===== config.mk =====
export PLATFORM = sky130hd
export DESIGN_NAME = dlfloat16_mul_pipe
export DESIGN_NICKNAME = d
export VERILOG_FILES = /design/src/rtl/dlfloat16_pkg.sv /design/src/rtl/dlfloat16_mul_lane.sv /design/src/rtl/dlfloat16_mul_pipe.sv
export SDC_FILE = /design/constraint.sdc
export NUM_CORES = 2
export LEC_CHECK = 0
export CAP_MARGIN = 25
export CORE_ASPECT_RATIO = 0.7
export CORE_MARGIN = 3
export CORE_UTILIZATION = 60
export CTS_CLUSTER_DIAMETER = 30
export CTS_CLUSTER_SIZE = 10
export DETAILED_ROUTE_END_ITERATION = 7
export PLACE_DENSITY_LB_ADDON = 0.05
export SLEW_MARGIN = 10
export SYNTH_ARGS = -nofsm -noshare
export SYNTH_HDL_FRONTEND = slang
export SYNTH_SLANG_ARGS = --single-unit

===== constraint.sdc =====
create_clock -name clk -period 9.2 [get_ports clk]
set_input_delay 1.38 -clock clk [delete_from_list [all_inputs] [get_ports clk]]
set_output_delay 1.38 -clock clk [all_outputs]
set_load 0.02 [all_outputs]

===== src/rtl/dlfloat16_pkg.sv =====
// dlfloat16 format constants shared by the SIMD multiplier.
// Layout: sign[15], exp[14:9] (bias 31), mant[8:0]. exp==0 is zero (flush-to-zero),
// exp==63 is inf (mant==0) or NaN (mant!=0).
package dlfloat16_pkg;

  localparam int unsigned EXP_W  = 6;
  localparam int unsigned MAN_W  = 9;
  localparam int unsigned SIG_W  = MAN_W + 1;
  localparam int unsigned PROD_W = 2 * SIG_W;

  localparam logic [EXP_W-1:0] BIAS        = 6'd31;
  localparam logic [EXP_W-1:0] EXP_SPECIAL = 6'd63;
  localparam logic [15:0]      QNAN        = 16'h7FFF;
  localparam logic [14:0]      MAX_NORM    = 15'h7DFF;

  // Rounding modes
  localparam logic [2:0] RM_RNE = 3'b000;
  localparam logic [2:0] RM_RTZ = 3'b001;
  localparam logic [2:0] RM_RDN = 3'b010;
  localparam logic [2:0] RM_RUP = 3'b011;
  localparam logic [2:0] RM_RMM = 3'b100;

  // Exception vector bit positions: {invalid, div_by_zero, overflow, underflow, inexact}
  localparam int unsigned EXC_NV = 4;
  localparam int unsigned EXC_DZ = 3;
  localparam int unsigned EXC_OF = 2;
  localparam int unsigned EXC_UF = 1;
  localparam int unsigned EXC_NX = 0;

  // Result class decided in S1 from the operands alone
  typedef enum logic [2:0] {
    ClsNorm,
    ClsZero,
    ClsInf,
    ClsNan,
    ClsInvalid
  } res_cls_e;

endpackage


===== src/rtl/dlfloat16_mul_lane.sv =====
// One dlfloat16 multiply lane: S1 unpack/classify, S2 significand product and
// exponent sum, S3 normalise/round/pack. All stage flops advance together on adv_i.
// Ports:
//   clk, rst_n  clock, asynchronous active-low reset
//   adv_i       pipeline advance (shared by all lanes)
//   a_i, b_i    operands entering S1
//   rm_i        rounding mode of the bundle currently held in S2
//   res_o       packed product (S3 register)
//   excep_o     {invalid, div_by_zero, overflow, underflow, inexact} (S3 register)
module dlfloat16_mul_lane
  import dlfloat16_pkg::*;
(
  input  logic        clk,
  input  logic        rst_n,
  input  logic        adv_i,
  input  logic [15:0] a_i,
  input  logic [15:0] b_i,
  input  logic [2:0]  rm_i,
  output logic [15:0] res_o,
  output logic [4:0]  excep_o
);

  // ---------------- S1: unpack and classify ----------------
  logic [EXP_W-1:0] ea, eb;
  logic [MAN_W-1:0] ma, mb;
  logic             nan_a, nan_b, inf_a, inf_b, zero_a, zero_b;
  res_cls_e         cls_d;

  assign ea     = a_i[14:9];
  assign eb     = b_i[14:9];
  assign ma     = a_i[8:0];
  assign mb     = b_i[8:0];
  assign zero_a = (ea == '0);
  assign zero_b = (eb == '0);
  assign inf_a  = (ea == EXP_SPECIAL) && (ma == '0);
  assign inf_b  = (eb == EXP_SPECIAL) && (mb == '0);
  assign nan_a  = (ea == EXP_SPECIAL) && (ma != '0);
  assign nan_b  = (eb == EXP_SPECIAL) && (mb != '0);

  always_comb begin
    cls_d = ClsNorm;
    if (nan_a || nan_b) begin
      cls_d = ClsNan;
    end else if ((zero_a && inf_b) || (inf_a && zero_b)) begin
      cls_d = ClsInvalid;
    end else if (inf_a || inf_b) begin
      cls_d = ClsInf;
    end else if (zero_a || zero_b) begin
      cls_d = ClsZero;
    end
  end

  logic             s1_sign_q;
  logic [EXP_W-1:0] s1_ea_q, s1_eb_q;
  logic [SIG_W-1:0] s1_siga_q, s1_sigb_q;
  res_cls_e         s1_cls_q;

  always_ff @(posedge clk or negedge rst_n) begin
    if (!rst_n) begin
      s1_sign_q <= 1'b0;
      s1_ea_q   <= '0;
      s1_eb_q   <= '0;
      s1_siga_q <= '0;
      s1_sigb_q <= '0;
      s1_cls_q  <= ClsZero;
    end else if (adv_i) begin
      s1_sign_q <= a_i[15] ^ b_i[15];
      s1_ea_q   <= ea;
      s1_eb_q   <= eb;
      s1_siga_q <= {1'b1, ma};
      s1_sigb_q <= {1'b1, mb};
      s1_cls_q  <= cls_d;
    end
  end

  // ---------------- S2: product and exponent sum ----------------
  logic [PROD_W-1:0] s2_prod_d;
  logic signed [7:0] s2_exp_d;

  assign s2_prod_d = PROD_W'(s1_siga_q) * PROD_W'(s1_sigb_q);
  assign s2_exp_d  = $signed({2'b00, s1_ea_q}) + $signed({2'b00, s1_eb_q})
                   - $signed({2'b00, BIAS});

  logic              s2_sign_q;
  logic [PROD_W-1:0] s2_prod_q;
  logic signed [7:0] s2_exp_q;
  res_cls_e          s2_cls_q;

  always_ff @(posedge clk or negedge rst_n) begin
    if (!rst_n) begin
      s2_sign_q <= 1'b0;
      s2_prod_q <= '0;
      s2_exp_q  <= '0;
      s2_cls_q  <= ClsZero;
    end else if (adv_i) begin
      s2_sign_q <= s1_sign_q;
      s2_prod_q <= s2_prod_d;
      s2_exp_q  <= s2_exp_d;
      s2_cls_q  <= s1_cls_q;
    end
  end

  // ---------------- S3: normalise, round, pack ----------------
  logic              prod_hi, guard, sticky, inc, to_inf;
  logic [MAN_W-1:0]  mant;
  logic [MAN_W:0]    mant_sum;
  logic signed [7:0] exp_n, exp_r;
  logic [15:0]       res_d;
  logic [4:0]        exc_d;

  always_comb begin
    prod_hi = s2_prod_q[PROD_W-1];
    // Product of two [1,2) significands lies in [1,4); bit 19 means >= 2.
    if (prod_hi) begin
      mant   = s2_prod_q[18:10];
      guard  = s2_prod_q[9];
      sticky = |s2_prod_q[8:0];
    end else begin
      mant   = s2_prod_q[17:9];
      guard  = s2_prod_q[8];
      sticky = |s2_prod_q[7:0];
    end
    exp_n = s2_exp_q + $signed({7'b0, prod_hi});

    case (rm_i)
      RM_RTZ:  inc = 1'b0;
      RM_RDN:  inc = (guard | sticky) & s2_sign_q;
      RM_RUP:  inc = (guard | sticky) & ~s2_sign_q;
      RM_RMM:  inc = guard;
      default: inc = guard & (sticky | mant[0]);
    endcase

    case (rm_i)
      RM_RTZ:  to_inf = 1'b0;
      RM_RDN:  to_inf = s2_sign_q;
      RM_RUP:  to_inf = ~s2_sign_q;
      default: to_inf = 1'b1;
    endcase

    // Carry out of the 9-bit mantissa leaves mant_sum[8:0] == 0 and bumps the exponent.
    mant_sum = {1'b0, mant} + {{MAN_W{1'b0}}, inc};
    exp_r    = exp_n + $signed({7'b0, mant_sum[MAN_W]});

    res_d = '0;
    exc_d = '0;
    case (s2_cls_q)
      ClsNan: res_d = QNAN;
      ClsInvalid: begin
        res_d         = QNAN;
        exc_d[EXC_NV] = 1'b1;
      end
      ClsInf:  res_d = {s2_sign_q, EXP_SPECIAL, {MAN_W{1'b0}}};
      ClsZero: res_d = {s2_sign_q, 15'd0};
      default: begin
        if (exp_r >= 8'sd63) begin
          res_d         = to_inf ? {s2_sign_q, EXP_SPECIAL, {MAN_W{1'b0}}}
                                 : {s2_sign_q, MAX_NORM};
          exc_d[EXC_OF] = 1'b1;
          exc_d[EXC_NX] = 1'b1;
        end else if (exp_r <= 8'sd0) begin
          res_d         = {s2_sign_q, 15'd0};
          exc_d[EXC_UF] = 1'b1;
          exc_d[EXC_NX] = 1'b1;
        end else begin
          res_d         = {s2_sign_q, exp_r[EXP_W-1:0], mant_sum[MAN_W-1:0]};
          exc_d[EXC_NX] = guard | sticky;
        end
      end
    endcase
  end

  logic [15:0] res_q;
  logic [4:0]  exc_q;

  always_ff @(posedge clk or negedge rst_n) begin
    if (!rst_n) begin
      res_q <= '0;
      exc_q <= '0;
    end else if (adv_i) begin
      res_q <= res_d;
      exc_q <= exc_d;
    end
  end

  assign res_o   = res_q;
  assign excep_o = exc_q;

endmodule


===== src/rtl/dlfloat16_mul_pipe.sv =====
// LANES-wide SIMD dlfloat16 multiplier, fixed 3-stage pipeline, valid/ready handshake.
// A bundle accepted at cycle t is presented at t+3 without back-pressure; the whole
// pipe stalls while the output is held (bubbles are not squeezed).
// Build option: DLFP_MUL_DYN_RM_EN honours in_rm; otherwise every lane rounds RNE and
// in_rm is ignored.
// Ports:
//   clk, rst_n              clock, asynchronous active-low reset
//   in_valid/in_ready       input handshake (in_ready independent of in_valid)
//   in_a, in_b              lane i operands at [16i+15:16i]
//   in_rm                   rounding mode, in_tag sideband returned as out_tag
//   out_valid/out_ready     output handshake
//   out_res, out_excep      per-lane product and {NV, DZ, OF, UF, NX}
//   fflags, flags_clr       sticky OR of delivered exceptions and its clear
module dlfloat16_mul_pipe
  import dlfloat16_pkg::*;
#(
  parameter int unsigned LANES = 4,
  parameter int unsigned TAG_W = 8
) (
  input  logic               clk,
  input  logic               rst_n,
  input  logic               in_valid,
  output logic               in_ready,
  input  logic [16*LANES-1:0] in_a,
  input  logic [16*LANES-1:0] in_b,
  input  logic [2:0]         in_rm,
  input  logic [TAG_W-1:0]   in_tag,
  output logic               out_valid,
  input  logic               out_ready,
  output logic [16*LANES-1:0] out_res,
  output logic [TAG_W-1:0]   out_tag,
  output logic [5*LANES-1:0] out_excep,
  output logic [4:0]         fflags,
  input  logic               flags_clr
);

  logic             adv;
  logic             s1_valid_q, s2_valid_q, s3_valid_q;
  logic [TAG_W-1:0] s1_tag_q, s2_tag_q, s3_tag_q;
  logic [2:0]       lane_rm;

  assign adv      = !s3_valid_q || out_ready;
  assign in_ready = adv;

  always_ff @(posedge clk or negedge rst_n) begin
    if (!rst_n) begin
      s1_valid_q <= 1'b0;
      s2_valid_q <= 1'b0;
      s3_valid_q <= 1'b0;
      s1_tag_q   <= '0;
      s2_tag_q   <= '0;
      s3_tag_q   <= '0;
    end else if (adv) begin
      s1_valid_q <= in_valid;
      s2_valid_q <= s1_valid_q;
      s3_valid_q <= s2_valid_q;
      s1_tag_q   <= in_tag;
      s2_tag_q   <= s1_tag_q;
      s3_tag_q   <= s2_tag_q;
    end
  end

`ifdef DLFP_MUL_DYN_RM_EN
  // Rounding is applied between S2 and S3, so the lanes see the S2 copy.
  logic [2:0] s1_rm_q, s2_rm_q;

  always_ff @(posedge clk or negedge rst_n) begin
    if (!rst_n) begin
      s1_rm_q <= RM_RNE;
      s2_rm_q <= RM_RNE;
    end else if (adv) begin
      s1_rm_q <= in_rm;
      s2_rm_q <= s1_rm_q;
    end
  end

  assign lane_rm = s2_rm_q;
`else
  logic [2:0] unused_rm;

  assign unused_rm = in_rm;
  assign lane_rm   = RM_RNE;
`endif

  for (genvar i = 0; i < LANES; i++) begin : g_lane
    dlfloat16_mul_lane u_lane (
      .clk     (clk),
      .rst_n   (rst_n),
      .adv_i   (adv),
      .a_i     (in_a[16*i +: 16]),
      .b_i     (in_b[16*i +: 16]),
      .rm_i    (lane_rm),
      .res_o   (out_res[16*i +: 16]),
      .excep_o (out_excep[5*i +: 5])
    );
  end

  logic [4:0] excep_any;
  logic [4:0] fflags_d, fflags_q;

  always_comb begin
    excep_any = '0;
    for (int unsigned i = 0; i < LANES; i++) begin
      excep_any = excep_any | out_excep[5*i +: 5];
    end
  end

  // Clear takes effect before the same-cycle delivery is merged, so nothing is lost.
  always_comb begin
    fflags_d = flags_clr ? 5'd0 : fflags_q;
    if (s3_valid_q && out_ready) begin
      fflags_d = fflags_d | excep_any;
    end
  end

  always_ff @(posedge clk or negedge rst_n) begin
    if (!rst_n) begin
      fflags_q <= '0;
    end else begin
      fflags_q <= fflags_d;
    end
  end

  assign out_valid = s3_valid_q;
  assign out_tag   = s3_tag_q;
  assign fflags    = fflags_q;

endmodule


After elaboration in Yosys (flattened, before gate mapping)
Cells that the tools add are included.
{ "op_classes": {"add_sub_neg": 20, "n_mul": 4, "order_cmp": 8, "n_eq_ne": 24, "n_mux": 70, "bitwise_logic": 20, "reduce_logical": 83} }
{ "ops": {"columns": ["op", "n"], "rows": [
  ["16-bit one-hot mux with 3 select lines", 4],
  ["15-bit two-way mux", 8],
  ["10-bit by 10-bit multiplier with 20-bit output", 4],
  ["9-bit logical NOT", 8],
  ["9-bit nonzero test", 8],
  ["8-bit by 2-bit adder with 8-bit output", 8],
  ["6-bit equality test, second input constant", 8],
  ["6-bit logical NOT", 8],
  ["3-bit two-way mux", 16],
  ["9-bit by 1-bit adder with 10-bit output", 4],
  ["1-bit two-way mux", 36],
  ["9-bit two-way mux", 4],
  ["9-bit OR reduction", 4],
  ["8-bit by 7-bit >= comparator with 1-bit output, second input constant", 4],
  ["8-bit by 1-bit <= comparator with 1-bit output, second input constant", 4],
  ["8-bit OR reduction", 4],
  ["8-bit by 6-bit subtractor with 8-bit output, second input constant", 4],
  ["6-bit by 6-bit adder with 7-bit output", 4],
  ["1-bit logical AND", 25],
  ["3-bit by 2-bit equality test with 1-bit output, second input constant", 8],
  ["5-bit bitwise OR", 4],
  ["1-bit logical OR", 17],
  ["4-bit OR reduction", 4],
  ["3-bit by 1-bit equality test with 1-bit output, second input constant", 4],
  ["other kinds (7)", 27]
]} }
{ "totals": {"regBits": 384, "input_bits": 144, "output_inout_bits": 99, "wordCells": 284} }

Logic depth before layout (Yosys ltp)
{ "logic_depth": {"word_depth": 10, "ltp_mapped": 20, "depth_no_buf": 19} }

Modules after synthesis
Synthesis repeated with hierarchy kept, for this count alone.
{ "hier_totals": {"cells_unflattened": 3386, "area_unflattened_um2": 33159.3} }
{ "by_module_without_submodules": {"columns": ["module", "instances", "cells_each", "area_per_inst_um2", "seq_area_each_um2"], "rows": [
  ["dlfloat16_mul_lane at g_lane[0].u_lane ...", 2, 819, 7903.8, 2179.6],
  ["dlfloat16_mul_lane at g_lane[2].u_lane", 1, 846, 8071.5, 2179.6],
  ["dlfloat16_mul_lane at g_lane[3].u_lane", 1, 822, 7958.9, 2179.6],
  ["dlfloat16_mul_pipe", 1, 80, 1321.3, 800.8]
]} }

Worst setup path after synthesis
Ideal clock, no wire load.
{ "synth_path": {"path_kind": "register -> register", "from": "register g_lane[2].u_lane.s1_sigb_q[9]", "to": "register g_lane[2].u_lane.s2_prod_q[18]", "setup_time_ns": 0.135, "arrival_time_ns": 5.210, "required_time_ns": 9.065, "path_slack_ns": 3.854, "stages_incl_launch_ff": 20, "path_buffers": 2, "synth_period_minus_slack_ns": 5.346, "path_cell_list": "dfrtp_1 clkbuf_1 clkbuf_1 nand2_1 fa_1 fa_1 inv_1 fa_1 fa_1 inv_1 fa_1 inv_1 ha_1 nor4_1 a21oi_1 a31oi_1 o21ai_1 o31ai_2 mux2i_1 o211ai_1"} }
{ "synth_via": {"elab_chain_len": 1} }
{ "synth_lines": {"columns": ["item", "line", "text"], "rows": [
  ["start: declaration", "dlfloat16_mul_lane.sv:55", "logic [SIG_W-1:0] s1_siga_q, s1_sigb_q;"],
  ["start signal: assignment", "dlfloat16_mul_lane.sv:71", "s1_sigb_q <= {1'b1, mb};"],
  ["10-bit by 10-bit multiplier with 20-bit output", "dlfloat16_mul_lane.sv:80", "assign s2_prod_d = PROD_W'(s1_siga_q) * PROD_W'(s1_sigb_q);"],
  ["end signal: assignment", "dlfloat16_mul_lane.sv:97", "s2_prod_q <= s2_prod_d;"],
  ["end: declaration", "dlfloat16_mul_lane.sv:85", "logic [PROD_W-1:0] s2_prod_q;"]
]} }
Every way passes these cells.
A chain may end at the register's enable or synchronous reset.

==> out/summary.txt <==
Async SR Flop Fraction - 1.00
Synth Register Bits - 376
area of the mapped netlist - 31500 um^2
TNS Setup - 0 ps
Design Area, Final - 36700 um^2
postcts setup bufs - 0
reg-to-reg startpoint - g_lane[2].u_lane.s1_sigb_q[9]$_DFFE_PN0P_
post-synth cell types - 80
fmax - 166 MHz
clock latency at the later pin of the worst-skew pair - 600 ps
Setup Crit Path Kind - register to register
Post-synth EDFFs - 0
CP Max Fanout - 39
IO buf count - 234
Max-slew headroom - 0.329
Post-DRT Antenna Nets - 0
Initial Util - 0.614
Min-Delay Startpoint - s2_valid_q$_DFFE_PN0P_
Nets - 4372
max cap viols - 0
RSZ-0062 raised after global routing - no
initial antenna violation count - 0
total track usage - 0.292
htree depth - 3
Gate Count Post-Synth - 3585
CP cell instances - buf_4 > nand2_1 > fa_1 > fa_1 > inv_1 > fa_1 > fa_1 > inv_1 > fa_1 > inv_1 > ha_1 > a21oi_1 > o21ai_0 > o31ai_1 > o21ai_0 > xnor2_1 > a21oi_1
Crit-path slowest cell - dfrtp_2
fin crit share - 0.655
status - finished clean
Die Ht - 198 um
Antenna diodes - 0
delay-heaviest family, CP - adder cells
largest net degree at the start of global routing - 226
DR vias/cell - 5.68
top_reg_cell synth - dfrtp_1
DR pass1 iterations - 7
drc violations - 0
CP arrival - 6470 ps
Finish-stage setup viols - 0
CTS tree - built
yosys warns - 0
pins over their slew limit - 0
share of cells above drive strength 1 - 0.0490
grt ovf - 0
crit path buf inv count - 4
first-pass GRT wire length - 131000 um
Starting DRT DRC Count - 1963
layout filler cell count - 3987
cts hold-fix bufs - 0
die width - 280 um
CP max stage delay - 810 ps
DPL Wire Length - 58600 um
largest cells by area after synthesis - dfrtp_1, fa_1, ha_1
clock skew - 20.0 ps
most frequent CP cell - fa_1
clock root cell - clkbuf_16
site row count - 69
Clock transition at path regs - 50 ps
Post-DP Area - 34000 um^2
Worst Tran Pin Value - 1010 ps
GPL Wtd Cong - 0.888
Core Region - 51300 um^2
syn avg cell area - 8.78 um^2
Hold/Removal Path Class - register to register
Routed WL - 79000 um
min cycle time layout - 6020 ps
maximum buffer depth of the clock tree - 3
Required @ worst endpoint - 9640 ps
total number of vias - 25257
crit path launch type - register
Die ar. - 55300 um^2
CTS sink count - 376
post-synth top area share - 0.293
Synth-to-Final Area Change - 16.6%
Hold Violations, Final - 0
DR WL/cell - 17.8 um
Critical Path End Type - register
number of global-route vias before repair - 25752
Finished Core Util - 0.715
# IOs - 243
TritonCTS buffer count - 75
area leader, netlist - dfrtp_1
# resized after CTS - 0
crit path launch - g_lane[2].u_lane.s1_sigb_q[9]$_DFFE_PN0P_
register area share after synthesis - 0.299
==> placed cells by master, fill, tap and decap left out, drive strengths merged, types with 7 or more instances in the layout <==
cell           instances
o21ai                130
o22ai                 23
nor2                 172
and3                  25
mux2i                 20
a221oi                 7
xor2                  60
and4                  10
nand4                 15
or3                    7
nand2                844
inv                  277
o221a                 10
fa                   256
o211ai                11
nor4                  31
buf                   12
a31oi                 32
nor3b                  7
xnor2                101
nor3                  32
o31ai                 17
and2                 266
clkbuf                92
nand3                 61
nor2b                 17
clkinvlp               9
dfrtp                368
clkinv                21
o21a                  17
clkdlybuf4s50        233
a211oi                15
a21oi                153
bufinv                 8
ha                   260
nand2b                 9
a21o                  48
dfstp                  8
o21bai                16
==> worst paths after layout <==
check | cells after the start | end | slack, ps
max reg2reg | 17 | g_lane[3].u_lane.s2_prod_q[18]$_DFFE_PN0P_ | 3180
max in group asynchronous | 2 | g_lane[2].u_lane.s1_sigb_q[9]$_DFFE_PN0P_ | 6880
min | 1 | out_valid$_DFFE_PN0P_ | 460
max | 17 | g_lane[3].u_lane.s2_prod_q[18]$_DFFE_PN0P_ | 3180
min reg2reg | 1 | out_valid$_DFFE_PN0P_ | 460
min in group asynchronous | 1 | out_tag[1]$_DFFE_PN0P_ | 810
==> cells in the mapped netlist (all sizes together), types with 31 or more instances <==
| cell type | number |
|---|---|
| nand3 | 61 |
| nand2 | 844 |
| inv | 267 |
| xor2 | 60 |
| xnor2 | 101 |
| nor2 | 172 |
| clkbuf | 180 |
| dfrtp | 368 |
| a21oi | 153 |
| ha | 260 |
| nor4 | 31 |
| a21o | 48 |
| and2 | 266 |
| fa | 256 |
| o21ai | 130 |
| nor3 | 32 |
| a31oi | 32 |
==> routing by layer <==
layer  vias up  wire (um)  global-route usage
li1      12010          -                   -
met1     12352      36300               0.420
met2       778      35200               0.450
met3       117       5850              0.0697
met4         0       1660              0.0692
met5         -          0                   0
==> worst register-to-register path, stage by stage (launching register included) <==
cell	delay, ps
dfrtp_2	810
buf_4	520
nand2_1	160
fa_1	480
fa_1	500
inv_1	50
fa_1	460
fa_1	490
inv_1	50
fa_1	470
inv_1	40
ha_1	340
a21oi_1	230
o21ai_0	190
o31ai_1	520
o21ai_0	240
xnor2_1	250
a21oi_1	100
==> state kept, by name (all words and copies together), names as in the netlist, 16 cells and up <==
signal,flops
g_lane.u_lane.s1_eb_q,24
g_lane.u_lane.excep_o,16
g_lane.u_lane.s1_ea_q,24
g_lane.u_lane.s2_exp_q,32
g_lane.u_lane.s2_prod_q,80
g_lane.u_lane.s1_sigb_q,37
g_lane.u_lane.s1_siga_q,36
g_lane.u_lane.res_o,64
==> stage by stage <==
stage          setup WS (ps)  hold slack (ps)  cells
4_1_cts                 3160              459   4446
6_report                3180              457   4448
5_1_grt                 2760              475   4448
3_3_place_gp            3360              444   4307
3_5_place_dp            3200              447   4307
2_1_floorplan           3850              430   3589
==> layout make-up <==
| cell class | instances | area [um^2] | area share |
|---|---|---|---|
| flip-flops and latches | 376 | 9420 | 0.257 |
| well taps | 674 | 843 | 0.0230 |
| clock buffers | 92 | 2080 | 0.0568 |
| inverters | 268 | 1010 | 0.0276 |
| repair buffers | 245 | 2490 | 0.0680 |
| multi-input cells | 2746 | 20300 | 0.553 |
| clock inverters | 47 | 544 | 0.0148 |
==> logic make-up (layout without fill, tap and decap cells) <==
kind of cell,after synthesis,after routing,share of synthesized area
AND/OR/NAND/NOR,1515,1515,0.219
adder cells (fa/ha/maj),516,516,0.266
AO/OA/AOI/OAI,526,526,0.106
multiplexers,23,23,0.00744
buffers and inverters,467,652,0.0569
XOR/XNOR,161,161,0.0448
flip-flops,376,376,0.299
other,1,5,0.000119
Power is left out: the tool's default activity adds up to more than one toggle a clock period on the data nets, which glitch-free logic cannot reach.
